### src/rtl/ahbl_apb_pkg.sv
// Shared types, AHB-Lite encodings and the transfer-size decoder for the
// AHB-Lite to APB4 bridge.
package ahbl_apb_pkg;

  typedef enum logic [2:0] {
    ST_IDLE   = 3'd0,
    ST_WCAP   = 3'd1,
    ST_SETUP  = 3'd2,
    ST_ACCESS = 3'd3,
    ST_DONE   = 3'd4,
    ST_ERR1   = 3'd5,
    ST_ERR2   = 3'd6
  } state_e;

  localparam logic [1:0] HTRANS_IDLE   = 2'b00;
  localparam logic [1:0] HTRANS_BUSY   = 2'b01;
  localparam logic [1:0] HTRANS_NONSEQ = 2'b10;
  localparam logic [1:0] HTRANS_SEQ    = 2'b11;

  localparam logic HRESP_OKAY  = 1'b0;
  localparam logic HRESP_ERROR = 1'b1;

  localparam logic [2:0] HSIZE_BYTE = 3'b000;
  localparam logic [2:0] HSIZE_HALF = 3'b001;
  localparam logic [2:0] HSIZE_WORD = 3'b010;

  typedef struct packed {
    logic       legal;
    logic [3:0] strb;
  } strb_dec_t;

  // Byte lanes touched by a transfer, plus whether the size/alignment pair
  // is one the APB side can carry.
  function automatic strb_dec_t decode_strb(input logic [2:0] size,
                                            input logic [1:0] addr);
    strb_dec_t d;
    // NOTE: every field gets a default before the case so no path leaves it
    // unassigned; in always_comb the same habit is what prevents latches.
    d.legal = 1'b1;
    d.strb  = 4'b0000;
    case (size)
      HSIZE_BYTE: d.strb = 4'b0001 << addr;
      HSIZE_HALF: begin
        d.legal = ~addr[0];
        d.strb  = addr[1] ? 4'b1100 : 4'b0011;
      end
      HSIZE_WORD: begin
        d.legal = (addr == 2'b00);
        d.strb  = 4'b1111;
      end
      default: d.legal = 1'b0;
    endcase
    return d;
  endfunction

endpackage

### src/rtl/ahbl_to_apb4_bridge.sv
// AHB-Lite slave to APB4 master bridge: one APB SETUP/ACCESS per AHB beat,
// byte strobes, PSLVERR/timeout mapped onto the two-cycle AHB ERROR response.
module ahbl_to_apb4_bridge
  import ahbl_apb_pkg::*;
#(
  parameter int PADDR_WIDTH    = 16,
  parameter int TIMEOUT_CYCLES = 0
) (
  input  logic                   HCLK,
  input  logic                   HRESET,
  input  logic                   HSEL,
  input  logic [31:0]            HADDR,
  input  logic [1:0]             HTRANS,
  input  logic                   HWRITE,
  input  logic [2:0]             HSIZE,
  input  logic [2:0]             HBURST,
  input  logic [31:0]            HWDATA,
  input  logic                   HREADYIN,
  output logic                   HREADYOUT,
  output logic                   HRESP,
  output logic [31:0]            HRDATA,
  output logic [PADDR_WIDTH-1:0] PADDR,
  output logic                   PSEL,
  output logic                   PENABLE,
  output logic                   PWRITE,
  output logic [31:0]            PWDATA,
  output logic [3:0]             PSTRB,
  input  logic [31:0]            PRDATA,
  input  logic                   PREADY,
  input  logic                   PSLVERR
);

  // Keep the counter at least one bit wide when the timeout is disabled.
  localparam int TW = (TIMEOUT_CYCLES > 0) ? $clog2(TIMEOUT_CYCLES + 1) : 1;

  state_e        state, state_nxt;
  logic [TW-1:0] to_cnt;
  strb_dec_t     dec;
  logic          ready_st;
  logic          accept;
  logic          timeout_hit;
  logic          unused_bits;

  assign unused_bits = ^{HBURST, HADDR[31:PADDR_WIDTH]};

  assign ready_st = (state == ST_IDLE) || (state == ST_DONE) || (state == ST_ERR2);
  assign accept   = HSEL & HREADYIN & ready_st &
                    ((HTRANS == HTRANS_NONSEQ) || (HTRANS == HTRANS_SEQ));
  assign dec      = decode_strb(HSIZE, HADDR[1:0]);

  assign timeout_hit = (TIMEOUT_CYCLES != 0) && !PREADY &&
                       (to_cnt == TW'(TIMEOUT_CYCLES - 1));

  // Bus handshake and APB strobes are pure decodes of the state register,
  // so they follow reset on the same edge.
  assign HREADYOUT = ready_st;
  assign HRESP     = ((state == ST_ERR1) || (state == ST_ERR2)) ? HRESP_ERROR : HRESP_OKAY;
  assign PSEL      = (state == ST_SETUP) || (state == ST_ACCESS);
  assign PENABLE   = (state == ST_ACCESS);

  always_comb begin
    state_nxt = state;
    case (state)
      ST_IDLE, ST_DONE, ST_ERR2: begin
        if (!accept)          state_nxt = ST_IDLE;
        else if (!dec.legal)  state_nxt = ST_ERR1;
        else if (HWRITE)      state_nxt = ST_WCAP;
        else                  state_nxt = ST_SETUP;
      end
      ST_WCAP:  state_nxt = ST_SETUP;
      ST_SETUP: state_nxt = ST_ACCESS;
      ST_ACCESS: begin
        if (PREADY)           state_nxt = PSLVERR ? ST_ERR1 : ST_DONE;
        else if (timeout_hit) state_nxt = ST_ERR1;
      end
      ST_ERR1:  state_nxt = ST_ERR2;
      default:  state_nxt = ST_IDLE;
    endcase
  end

  // NOTE: all state here is updated with non-blocking assignments so every
  // register samples the pre-edge values, independent of statement order.
  always_ff @(posedge HCLK) begin
    if (HRESET) begin
      state  <= ST_IDLE;
      to_cnt <= '0;
      HRDATA <= '0;
      PADDR  <= '0;
      PWRITE <= 1'b0;
      PWDATA <= '0;
      PSTRB  <= 4'b0000;
    end else begin
      state <= state_nxt;

      // Only accepted, legal beats touch the APB address side, so it never
      // changes while a SETUP/ACCESS is in flight.
      if (accept && dec.legal) begin
        PADDR  <= HADDR[PADDR_WIDTH-1:0];
        PWRITE <= HWRITE;
        PSTRB  <= HWRITE ? dec.strb : 4'b0000;
      end

      if (state == ST_WCAP)
        PWDATA <= HWDATA;

      if (state == ST_SETUP)
        to_cnt <= '0;
      else if (state == ST_ACCESS && !PREADY)
        to_cnt <= to_cnt + TW'(1);

      if (state == ST_ACCESS && PREADY && !PSLVERR && !PWRITE)
        HRDATA <= PRDATA;
    end
  end

endmodule

### config.mk
export PLATFORM = sky130hd
export DESIGN_NAME = ahbl_to_apb4_bridge
export DESIGN_NICKNAME = d
export VERILOG_FILES = /design/src/rtl/ahbl_apb_pkg.sv /design/src/rtl/ahbl_to_apb4_bridge.sv
export SDC_FILE = /design/constraint.sdc
export NUM_CORES = 1
export LEC_CHECK = 0
export ABC_AREA = 1
export CELL_PAD_IN_SITES_DETAIL_PLACEMENT = 2
export CELL_PAD_IN_SITES_GLOBAL_PLACEMENT = 2
export CORE_UTILIZATION = 20
export CTS_BUF_LIST = sky130_fd_sc_hd__clkbuf_4 sky130_fd_sc_hd__clkbuf_8
export DETAILED_ROUTE_END_ITERATION = 10
export PLACE_DENSITY = 0.81
export SETUP_SLACK_MARGIN = 0.1
export SLEW_MARGIN = 20
export SYNTH_ARGS = -nofsm -noshare
export SYNTH_HDL_FRONTEND = slang
export SYNTH_SLANG_ARGS = --single-unit
### constraint.sdc
create_clock -name HCLK -period 1.7 [get_ports HCLK]
set_input_delay 0.255 -clock HCLK [delete_from_list [all_inputs] [get_ports HCLK]]
set_output_delay 0.255 -clock HCLK [all_outputs]
set_load 0.02 [all_outputs]
==> results of run 1 <==
## state kept, by name (all words and copies together), names as in the netlist
| register | cells |
|---|---|
| PSTRB | 4 |
| PWDATA | 32 |
| HRDATA | 32 |
| PWRITE | 1 |
| state | 3 |
| PADDR | 16 |
## through the flow
stage | TNS, ps | instances | hold WS, ps | worst slack (ps) | util (%)
6_report | 0 | 849 | 464.6 | 149.0 | 34.61
5_1_grt | 0 | 849 | 454.7 | 104.5 | 34.61
4_1_cts | 0 | 849 | 435.1 | 38.73 | 34.18
3_5_place_dp | -1323 | 834 | 457.4 | -88.28 | 33.44
3_3_place_gp | -222.0 | 834 | 448.5 | -23.66 | 33.44
2_1_floorplan | 0 | 436 | 400.5 | 432.7 | -
## layout make-up
cell class              instances  area share (%)
repair buffers                205           35.16
flip-flops and latches         88           30.91
multi-input cells             304           24.50
well taps                     220           4.813
clock buffers                  12           2.669
inverters                      17           1.203
clock inverters                 3          0.7438
## path summary, 6_finish.rpt
check / slack [ps] / from / to
worst max register to register: 280 / state[2]$_SDFFE_PP0P_ / PWDATA[14]$_SDFFE_PP0P_
worst min-delay path: 460 / PWDATA[6]$_SDFFE_PP0P_ / PWDATA[6]$_SDFFE_PP0P_
worst min register to register: 460 / PWDATA[6]$_SDFFE_PP0P_ / PWDATA[6]$_SDFFE_PP0P_
worst max-delay path: 150 / PWDATA[25]$_SDFFE_PP0P_ / PWDATA[25]
## layout by cell type, fill, tap and decap left out, types with 2 or more instances in the layout
master | netlist | layout
nand2_1 | 49 | 49
o21ai_1 | 12 | 12
dlygate4sd2_1 | 0 | 63
clkbuf_8 | 0 | 10
nor2_1 | 99 | 99
clkbuf_2 | 0 | 2
dfxtp_2 | 0 | 2
nor2_4 | 2 | 3
nand4_1 | 3 | 3
inv_1 | 12 | 12
dfxtp_1 | 88 | 85
inv_4 | 1 | 2
clkbuf_4 | 0 | 2
inv_2 | 4 | 3
nand3_1 | 50 | 50
a21oi_1 | 39 | 38
nand2_4 | 3 | 4
buf_12 | 0 | 4
buf_4 | 0 | 21
dlymetal6s2s_1 | 0 | 21
clkdlybuf4s50_1 | 0 | 91
o21ai_0 | 39 | 39
## synthesized netlist by cell type, types with 3 or more instances
cell type	n	area share (%)
nor2_1	99	11
dfxtp_1	88	52
nand3_1	50	7.4
nand2_1	49	5.5
a21oi_1	39	5.8
o21ai_0	39	5.8
clkbuf_1	14	1.6
inv_1	12	1.3
o21ai_1	12	1.8
buf_2	6	0.89
buf_6	6	2.0
inv_2	4	0.45
nand2_4	3	1.0
nand4_1	3	0.56
## per-layer routing
layer / share of wire [%] / vias up / GRT usage [%]
met5: 0 / - / 0
met2: 54 / 100 / 30.07
met4: 2.0 / 0 / 6.848
li1: - / 1802 / -
met3: 4.0 / 16 / 2.960
met1: 40 / 1807 / 17.38
## kinds of logic (layout without fill, tap and decap cells)
logic type / count (synthesis) / in the layout / share of synthesized area, %
AO/OA/AOI/OAI: 92 / 92 / 13.85
flip-flops: 88 / 88 / 52.28
AND/OR/NAND/NOR: 212 / 212 / 27.33
buffers and inverters: 44 / 237 / 6.535
## power breakdown
group | internal [mW] | switching, mW
combinational | 0.363 | 0.376
clock | 0.744 | 0.749
sequential | 2.12 | 0.0370
## what timing repair did
action	CTS	global route
gates resized for setup	72	32
setup endpoints to repair	67	25
hold endpoints to repair	0	0
==> summary.txt, run 1 <==
Clocking
  – H-Tree Depth: 3
  – Clk sink count: ~90
  – Root Driver: clkbuf_8
  – CTS Hold Bufs: 0
  – Clock latency on the worst-skew pair: 360 ps
  – Clk pin slew, worst setup/hold paths: 90 ps
  – TritonCTS clock tree: done
  – Clk buf depth: 2
  – Number of setup buffers added after CTS: 0
  – CTS buffer count: 9

Synth
  – Synth async-reset ratio: 0%
  – Seq/Total Area, Yosys: 52.28%
  – Synthesized area per cell: 7.728 um2
  – Syn Nets: 547
  – Main synth FF type: dfxtp_1
  – EDFF count, synth: 0
  – Unique cell type count in the Yosys netlist: 23
  – Total number of yosys warnings: 0
  – Yosys reg bits: 88
  – Synth Cell Area: 3369 um2
  – Syn Inst Count: roughly 440

Global routing
  – Vias in the first global route: 4118
  – Total track usage: between 10% and 20%
  – First-pass GRT wire length: 21790 um
  – Largest net degree at the start of global routing: 38
  – Overflow after GRT: 0
  – Antenna violations before repair: 0

Power
  – VDD IR max: between 0.2 and 0.3 mV
  – Total power: between 4 and 5 mW
  – P_leak: approximately 2.8 nW
  – Pwr/cell area: 767.8 nW/um2

STA
  – Period Utilization, post-route: between 90% and 100%
  – Clock skew: roughly 7.9 ps
  – Least-Margin Pin Slew: between 400 and 500 ps
  – Post-layout minimum cycle time: 1551 ps
  – Slew Viols, Final: 0
  – Final Hold Fails: 0
  – Endpoints failing setup: 0
  – RSZ-0062 raised after global routing: no
  – Slew margin rel.: 72.62%
  – Highest clock rate: 644.7 MHz

Worst setup path
  – Slowest-stage cell, CP: clkdlybuf4s50_1
  – Critical setup path kind: reg2out
  – Critical path, cell by cell: clkdlybuf4s50_1
  – CP Data Required Time: 1440 ps
  – Worst path depth: 1
  – Critical Path AT: 1300 ps
  – Register-to-Register Path Depth: 6
  – Crit-path max FO: 2
  – CP max stage delay: 600 ps
  – Buf+Inv Stages, Crit Path: 1
  – Worst Setup End Kind: output pin
  – Cell family with most CP delay: buffers and inverters
  – Startpoint Class: register

Floorplan
  – Starting Density: 20.39%
  – Full die area: 17370 um2
  – Core box area: ~17000 um2
  – Top-Level Pins: 200
  – Die Ht: approximately 130 um
  – FP Rows: 47
  – Die width: 131.8 um

Min path
  – Hold Path Class: reg2reg
  – Hold path cells: 2

Place
  – Final HPWL DP: ~10000 um
  – Placed cell areas: 5525 um2
  – Routability cong.: 0.7670
  – Port Buf Inserts: 179

Detailed routing
  – Total number of vias: around 3700
  – Detailed Route Iter0 Violations: roughly 110
  – Drt first pass iters: 4
  – Wire length per cell: 15.95 um
  – Final WL: between 10000 and 15000 um
  – Via/cell ratio: about 4.4
  – DR DRC count: 0
  – Final ANT Viol Nets: 0

Final layout
  – Multi-input gate area in the final layout: 1401 um2
  – Ant diodes: 0
  – Layout cells sized above 1: 10.33%
  – Nets: about 740
  – Finished Cell Area: 5719 um2
  – # fillers: 1905
  – Reg area: 1768 um2
  – P&R area growth vs syn: 69.74%

Outcome
  – Status: complete, no violations

Flow run
  – Max-Cap Viols: 0
Power figures use the tool's default switching activity.
==> run 2: changes to the inputs <==
--- a/config.mk
+++ b/config.mk
@@ -8,8 +8,10 @@
 export ABC_AREA = 1
 export CELL_PAD_IN_SITES_DETAIL_PLACEMENT = 2
 export CELL_PAD_IN_SITES_GLOBAL_PLACEMENT = 2
+export CORE_MARGIN = 3
 export CORE_UTILIZATION = 20
 export CTS_BUF_LIST = sky130_fd_sc_hd__clkbuf_4 sky130_fd_sc_hd__clkbuf_8
+export CTS_CLUSTER_DIAMETER = 100
 export DETAILED_ROUTE_END_ITERATION = 10
 export PLACE_DENSITY = 0.81
 export SETUP_SLACK_MARGIN = 0.1
==> summary.txt, run 2 (same netlist as run 1, synthesis figures left out) <==
Worst setup path
  – Critical setup path kind: reg2out
  – Worst Setup End Kind: output pin
  – Crit-path max FO: 2 (unchanged)
  – Critical path, cell by cell: clkdlybuf4s50_1
  – Cell family with most CP delay: buffers and inverters
  – CP Data Required Time: 1440 ps (about the same)
  – CP max stage delay: 620 ps (+20 ps)
  – Buf+Inv Stages, Crit Path: 1 (unchanged)
  – Critical Path AT: 1300 ps (about the same)
  – Slowest-stage cell, CP: clkdlybuf4s50_1
  – Startpoint Class: register

Clocking
  – Clk pin slew, worst setup/hold paths: 90 ps (about the same)
  – CTS buffer count: 9 (unchanged)
  – TritonCTS clock tree: done
  – Clk sink count: 88 (unchanged)
  – H-Tree Depth: 3 (unchanged)
  – Number of setup buffers added after CTS: 0 (unchanged)
  – Clock latency on the worst-skew pair: 350 ps (about the same)
  – Clk buf depth: 2 (unchanged)
  – Root Driver: clkbuf_8

STA
  – Highest clock rate: 643.8 MHz (-0.14%)
  – Worst hold slack: 465.1 ps (+0.4720 ps)
  – Least-Margin Pin Slew: 403.6 ps (-7.126 ps)
  – Slew Viols, Final: 0 (unchanged)
  – Post-layout minimum cycle time: 1553 ps (+2.200 ps)
  – Period Utilization, post-route: 91.37% (+0.13 points)
  – Clock skew: 12.88 ps (+5.032 ps)
  – Worst setup margin: 146.8 ps (-2.200 ps)
  – Endpoints failing setup: 0 (unchanged)
  – Slew margin rel.: 73.09% (+0.48 points)
  – Final Hold Fails: 0 (unchanged)
  – RSZ-0062 raised after global routing: no

Place
  – DP Worst Slack: -104.4 ps (-16.16 ps)
  – Final HPWL DP: 10890 um (+4.0%)
  – Placed cell areas: 5495 um2 (-0.54%)
  – Port Buf Inserts: 179 (unchanged)
  – Routability cong.: 0.7610 (-0.78%)

Outcome
  – Status: complete, no violations

Floorplan
  – Starting Density: 20.83% (+0.44 points)
  – Top-Level Pins: 200 (unchanged)
  – Core box area: 16170 um2 (-2.1%)
  – Die width: 135.8 um (+3.0%)
  – Full die area: 18440 um2 (+6.2%)
  – Die Ht: 135.8 um (+3.0%)
  – FP Rows: 46 (-2.1%)

Final layout
  – Reg area: 1768 um2 (unchanged)
  – Most common cell after layout, fill and taps aside: nor2_1
  – Nets: 734 (-0.27%)
  – Most frequent cells in the layout: nor2_1 (99), clkdlybuf4s50_1 (95), dfxtp_1 (85)
  – # fillers: 1852 (-2.8%)
  – Biggest regs: HRDATA (32), PWDATA (32), PADDR (16)
  – P&R area growth vs syn: 71.22%
  – Ant diodes: 0 (unchanged)
  – Finished Cell Area: 5769 um2 (+0.87%)
  – Layout cells sized above 1: 10.21% (-0.13 points)
  – Multi-input gate area in the final layout: 1396 um2 (-0.36%)

Detailed routing
  – Total number of vias: 3742 (+0.46%)
  – Via/cell ratio: 4.439 (+1.2%)
  – Drt first pass iters: 4 (unchanged)
  – Detailed Route Iter0 Violations: 131 (+16%)
  – DR DRC count: 0 (unchanged)
  – Final ANT Viol Nets: 0 (unchanged)
  – Final WL: 14330 um (+5.8%)
  – Wire length per cell: 17.00 um (+6.6%)

Power
  – VDD IR max: 0.4288 mV (+53%)
  – Total power: 4.566 mW (+4.0%)
  – Pwr/cell area: 791.5 nW/um2 (+3.1%)
  – P_leak: 2.963 nW (+7.4%)

Global routing
  – Antenna violations before repair: 0 (unchanged)
  – First-pass GRT wire length: 21720 um (-0.32%)
  – Overflow after GRT: 0 (unchanged)
  – Vias in the first global route: 4138 (+0.49%)
  – Largest net degree at the start of global routing: 39 (+2.6%)
  – Total track usage: 14.92% (-1.1 points)

Flow run
  – Max-Cap Viols: 0 (unchanged)

Min path
  – Hold Path Class: reg2reg
[run 2: worst paths after layout]
| path | startpoint | end | slack, ps | depth (start not counted) |
|---|---|---|---|---|
| setup / recovery | HRDATA[2]$_SDFFE_PP0P_ | HRDATA[2] | 150 | 1 |
| setup reg to reg | state[2]$_SDFFE_PP0P_ | PWDATA[26]$_SDFFE_PP0P_ | 190 | 6 |
| hold / removal | PWDATA[8]$_SDFFE_PP0P_ | PWDATA[8]$_SDFFE_PP0P_ | 470 | 2 |
| hold reg to reg | PWDATA[8]$_SDFFE_PP0P_ | PWDATA[8]$_SDFFE_PP0P_ | 470 | 2 |
[run 2: metrics by stage]
step / cells / util [%] / setup TNS [ps]
2_1_floorplan: 436 / - / 0
3_3_place_gp: 828 / 33.98 / 0
3_5_place_dp: 828 / 33.98 / -2230
4_1_cts: 843 / 35.02 / 0
5_1_grt: 843 / 35.67 / 0
6_report: 843 / 35.67 / 0
[run 2: metal layers]
layer	routed length, um	up-vias	track usage [%]
li1	-	1803	-
met1	5724	1829	16.47
met2	7767	92	28.73
met3	566	18	2.675
met4	275	0	4.647
met5	0	-	0
[run 2: what timing repair did]
action / in CTS / in global routing
pin swaps: 0 / 1
gates resized for setup: 54 / 51
endpoints found under the setup margin: 48 / 74
hold buffers: 0 / 0
[run 2: final cells by class]
type	instances	area share [%]
Tap cell	216	4.684
Timing Repair Buffer	203	35.39
Clock inverter	3	1.128
Clock buffer	12	2.754
Multi-Input combinational cell	304	24.20
Sequential cell	88	30.64
Inverter	17	1.193
[run 2: tightest hold or removal path: stages, from the launching register on]
cell,delay (ps)
dfxtp_1,320
nand2_1,60
a21oi_1,50
[run 2: power by group]
part           leakage (nW)  internal, mW  switching, mW  total [mW]
Combinational          2.13         0.362          0.381       0.743
Clock                 0.116         0.917          0.744        1.66
Sequential            0.713          2.12         0.0400        2.16
